## src/rtl/mips_pkg.sv

```systemverilog
// rtl/mips_pkg.sv - shared constants and types for the Harvard MIPS core
package mips_pkg;

  localparam logic [31:0] RESET_VECTOR     = 32'hBFC00000;
  localparam logic [31:0] NOP_WORD_DEFAULT = 32'h00000000;

  // SLOT_PENDING: a taken branch has gone to decode but its delay slot
  // has not been accepted from memory yet.
  typedef enum logic {
    SEQ          = 1'b0,
    SLOT_PENDING = 1'b1
  } redir_state_t;

endpackage

```

## src/rtl/ifetch_unit.sv

```systemverilog
// rtl/ifetch_unit.sv - instruction fetch stage with one-entry output buffer and delay-slot redirect
module ifetch_unit
  import mips_pkg::*;
#(
  parameter bit          ALIGN_CHECK = 1'b1,
  parameter logic [31:0] NOP_WORD    = NOP_WORD_DEFAULT
) (
  input  logic        clk,
  input  logic        reset,
  input  logic [31:0] pc_addr,
  output logic        pc_stall,
  output logic        pc_jump,
  output logic [31:0] pc_jump_target,
  output logic [31:0] imem_address,
  output logic        imem_read,
  input  logic        imem_waitrequest,
  input  logic [31:0] imem_readdata,
  output logic [31:0] instr,
  output logic [31:0] instr_addr,
  output logic        instr_valid,
  input  logic        instr_ready,
  input  logic        redirect,
  input  logic [31:0] redirect_target,
  output logic        fetch_err
);

  redir_state_t state_q, state_d;
  logic [31:0]  tgt_q, tgt_d;
  logic [31:0]  instr_q, instr_addr_q;
  logic         instr_valid_q;
  logic         fetch_err_q;
  logic         accept;
  logic         taken;

  // A read is only issued when the buffer has room (empty or draining this cycle).
  // The PC is halted until the word is accepted, so the address stays stable across wait states.
  assign imem_read    = !reset && (!instr_valid_q || instr_ready);
  assign imem_address = pc_addr;
  assign accept       = imem_read && !imem_waitrequest;
  assign pc_stall     = !accept;

  // The branch is handed to decode this cycle; the next fetched word is its delay slot.
  assign taken = redirect && instr_valid_q && instr_ready;

  assign instr       = instr_q;
  assign instr_addr  = instr_addr_q;
  assign instr_valid = instr_valid_q;
  assign fetch_err   = fetch_err_q;

  // Redirect next-state and PC jump control; jump only ever coincides with an accept.
  always_comb begin
    state_d        = state_q;
    tgt_d          = tgt_q;
    pc_jump        = 1'b0;
    pc_jump_target = 32'h0;
    case (state_q)
      SEQ: begin
        if (taken) begin
          if (accept) begin
            pc_jump        = 1'b1;
            pc_jump_target = redirect_target;
          end else begin
            tgt_d   = redirect_target;
            state_d = SLOT_PENDING;
          end
        end
      end
      SLOT_PENDING: begin
        if (accept) begin
          pc_jump        = 1'b1;
          pc_jump_target = tgt_q;
          state_d        = SEQ;
        end
      end
      default: state_d = SEQ;
    endcase
  end

  // Redirect state and saved target.
  always_ff @(posedge clk) begin
    if (reset) begin
      state_q <= SEQ;
      tgt_q   <= 32'h0;
    end else begin
      state_q <= state_d;
      tgt_q   <= tgt_d;
    end
  end

  // Output buffer: an accepted word replaces whatever decode consumed this cycle.
  always_ff @(posedge clk) begin
    if (reset) begin
      instr_q       <= NOP_WORD;
      instr_addr_q  <= 32'h0;
      instr_valid_q <= 1'b0;
    end else if (accept) begin
      instr_q       <= imem_readdata;
      instr_addr_q  <= pc_addr;
      instr_valid_q <= 1'b1;
    end else if (instr_ready) begin
      instr_q       <= NOP_WORD;
      instr_valid_q <= 1'b0;
    end
  end

  // Sticky misaligned-fetch flag; the fetch itself still completes.
  always_ff @(posedge clk) begin
    if (reset) begin
      fetch_err_q <= 1'b0;
    end else if (ALIGN_CHECK && accept && (pc_addr[1:0] != 2'b00)) begin
      fetch_err_q <= 1'b1;
    end
  end

endmodule
```

## config.mk

```make
export PLATFORM = sky130hd
export DESIGN_NAME = ifetch_unit
export DESIGN_NICKNAME = d
export VERILOG_FILES = /design/src/rtl/mips_pkg.sv /design/src/rtl/ifetch_unit.sv
export SDC_FILE = /design/constraint.sdc
export NUM_CORES = 1
export LEC_CHECK = 0
export CORE_ASPECT_RATIO = 0.5
export CORE_MARGIN = 2
export CORE_UTILIZATION = 44
export CTS_CLUSTER_DIAMETER = 50
export CTS_CLUSTER_SIZE = 14
export DETAILED_ROUTE_END_ITERATION = 16
export PLACE_DENSITY = 0.86
export SLEW_MARGIN = 20
export SYNTH_ARGS = -nofsm -noshare
export SYNTH_HDL_FRONTEND = slang
export SYNTH_SLANG_ARGS = --single-unit
```

## constraint.sdc

```tcl
create_clock -name clk -period 2.2 [get_ports clk]
set_input_delay 0.44 -clock clk [delete_from_list [all_inputs] [get_ports clk]]
set_output_delay 0.44 -clock clk [all_outputs]
set_load 0.005 [all_outputs]
```

==> results of run 1 <==
[synth_stat cells (all sizes together), types with 2 or more instances]
| master | number | area [µm²] |
|---|---|---|
| dfxtp | 99 | 1980 |
| nand2b | 95 | 594 |
| buf | 68 | 494 |
| nand3 | 64 | 320 |
| a21oi | 36 | 191 |
| a22o | 32 | 280 |
| mux2i | 32 | 320 |
| o211ai | 32 | 240 |
| o21ai | 32 | 160 |
| clkbuf | 17 | 63.8 |
| inv | 3 | 11.3 |
| nor2 | 3 | 37.5 |
| and3 | 2 | 12.5 |
| o31ai | 2 | 15.0 |
| or2 | 2 | 12.5 |
[routing by layer]
layer  global-route usage [%]  routed length (µm)  vias to the layer above
met5                        0                   0                        -
met4                     7.66                 352                        0
met3                     5.00                 618                       30
met2                     40.9                6970                      124
met1                     27.0                5940                     2095
li1                         -                   -                     2174
[cell usage in the layout (no fill, tap or decap), drive strengths merged]
cell type / instances
clkdlybuf4s50: 196
dfxtp: 99
nand2b: 95
nand3: 64
a21oi: 36
a22o: 32
mux2i: 32
o211ai: 32
o21ai: 32
buf: 28
clkbuf: 24
clkdlybuf4s15: 11
dlygate4sd2: 10
inv: 4
clkinv: 4
nor2: 3
and3: 2
o31ai: 2
clkinvlp: 2
or2: 2
nand4b: 1
nand2: 1
nor2b: 1
a31oi: 1
[per-stage QoR]
stage          hold slack (ns)  utilization, %
2_1_floorplan            0.448               -
3_3_place_gp             0.453            66.5
3_5_place_dp             0.458            66.5
4_1_cts                  0.469            70.1
5_1_grt                  0.492            69.9
6_report                 0.469            69.9
[power breakdown]
part           leakage [nW]  switching (mW)  total [mW]  internal [mW]
sequential            0.809          0.0430        1.92           1.87
clock                 0.135           0.666        1.46          0.795
combinational          1.71           0.284       0.719          0.434
[sequential cells by signal, indices dropped and copies added, names as in the netlist]
| name | flops |
|---|---|
| instr | 32 |
| instr_valid | 1 |
| fetch_err | 1 |
| tgt_q | 32 |
| instr_addr | 32 |
| state_q | 1 |
[tightest hold or removal path, delay by kind of cell, from the launching register on]
kind	cells	cell delay (ns)
AO/OA/AOI/OAI	1	0.05
AND/OR/NAND/NOR	1	0.07
flip-flops	1	0.31
[final timing paths]
check,to,from,depth (start not counted)
setup / recovery,pc_stall,imem_waitrequest,6
hold / removal,instr_addr[30],instr_addr[30],2
setup reg to reg,tgt_q[1],instr_valid,6
hold reg to reg,instr_addr[30],instr_addr[30],2
[what timing repair did]
action / in CTS / in global routing
buffers inserted: 7 / 0
setup endpoints to repair: 36 / 20
pin swaps: 2 / 3
cloned: 1 / 1
resized for setup: 61 / 28
[cell type report]
cell class	instances	share of cell area, %
well taps	140	2.41
inverters	4	0.207
flip-flops and latches	99	27.4
clock buffers	10	3.29
clock inverters	6	0.535
repair buffers	259	35.4
multi-input cells	336	30.8
[kinds of logic (layout without fill, tap and decap cells)]
| family | after synthesis | count (layout) | share of synthesized area, % |
|---|---|---|---|
| flip-flops | 99 | 99 | 41.5 |
| AND/OR/NAND/NOR | 169 | 169 | 21.2 |
| buffers and inverters | 89 | 279 | 12.0 |
| multiplexers | 32 | 32 | 6.70 |
| AO/OA/AOI/OAI | 135 | 135 | 18.7 |
==> parameters.txt, run 1 <==
Parameter                              Value

Status
  Status    complete, but fails checks
  Violations in the final reports    setup timing

Critical path
  Type of origin of the critical path    input pin
  CP Data Required Time    1.76 ns
  Setup slack on the worst flop-to-flop path    0.69 ns
  Crit Path Class    input pin to primary output
  Worst Path Max Fanout    33
  Crit path DAT    1.77 ns
  Cell at the slowest stage of the critical path    sky130_fd_sc_hd__clkdlybuf4s50_1
  Critical path buffers and inverters    4
  Endpoint type of the worst setup path    primary output
  Biggest cell delay along the critical path    0.45 ns
  Worst path top cell family by delay    buffers and inverters
  Cells traversed along the worst timing path    clkdlybuf4s15_2 -> or2_4 -> buf_8 -> a21oi_4 -> inv_1 -> clkdlybuf4s50_1

Logic synthesis
  Post-synth EDFFs    0
  Primary flip-flop cell chosen by synthesis mapping    sky130_fd_sc_hd__dfxtp_1
  Synthesis Warnings    0
  Synthesized area per cell    9.12 µm²
  Summed instance area of the synthesized netlist    4780 µm²
  Post-Syn Nets    625
  Synth Register Bits    99
  Number of distinct library cells after synthesis    28
  Part of the Yosys area used for sequential elements    41.5%
  Number of cells produced by synthesis    524
  Share of flip-flops with an asynchronous set or reset    0%

Cells and area
  Area of the multi-input gates    2230 µm²
  Post-route cell area    7250 µm²
  Fill count    827
  Nets@finish    810
  Antenna diode count    0
  Synth-to-Final Area Change    51.8%
  Flip-flop and latch area    1980 µm²
  Number of non-filler instances in the completed layout    854
  Layout cell share with drive strength beyond 1    9.66%

STA
  Max Slew Vio Count    0
  Number of setup violations in the final report    1
  Final worst path period share    101%
  Max Clock Skew    0.00519 ns
  Pin slew with the least headroom to its limit    0.780 ns
  Fin worst setup slack    -0.0150 ns
  Final Critical Period    2.21 ns
  Setup repair after global routing missed its margin    true
  TNS Setup    -0.0150 ns
  Worst max-slew margin expressed relative to the limit    48.0%
  Hold Fails Final Rpt    0
  Highest Clock Rate    451 MHz

GRT
  Vias in the first global route    4293
  Maximum number of pins on one net before global-route repair    108
  Total track usage    22.8%
  Wire length of the first global-routing pass    21500 µm
  Grt ovf    0
  Initial antenna violation count    0

Clock network
  Clock sinks    99
  Insertion delay of the later-clocked pin in the worst-skew pair    0.33 ns
  Clock Pin Slew Worst Setup and Hold Paths    0.06 ns
  Hold_buf cts    0
  Max Root-Sink Buffers    2
  TritonCTS Buffers    9
  Clock tree from TritonCTS    built
  Cell at the root of the clock tree    sky130_fd_sc_hd__clkbuf_16
  Maximum level of the CTS H-tree    3

Job
  Max-cap check violation count    0

Place
  Dpl cells    829
  Half-perimeter wire length of the detailed placement result    9370 µm
  Post-Place Setup Slack    -0.504 ns
  Placed instance area    6900 µm²
  Routability congestion estimate    0.804
  Count of buffers from port buffering    233

Floorplan
  Floorplan core area    10400 µm²
  Cell row count    26
  Die Width    151 µm
  I/O pin count    234
  Effective utilization at floorplan    46.1%
  Vertical extent of the die    77.7 µm
  Area of the die    11800 µm²

Power
  Static Leak    2.65 nW
  Maximum vdd drop    0.312 mV
  Post-layout total power    4.09 mW
  Areal power density over the cells    564 nW/µm²

Detailed routing
  Routed len/inst    16.3 µm
  DRC violation count after routing    0
  DR iter-0 viols    294
  Via count of the routed design    4423
  Antenna viol nets, final    0
  Initial DRT Pass Iterations    4
  DR vias/cell    5.18
  Routed Wire Length    13900 µm

Min path
  Hold Crit Class    register to register
No activity file was read; power rests on OpenSTA's default activity.
==> inputs of run 2 (changes only) <==
- CAP_MARGIN: default -> 10
==> results of run 2 <==
The final DEF is identical to that of run 1; final timing and power are the same.
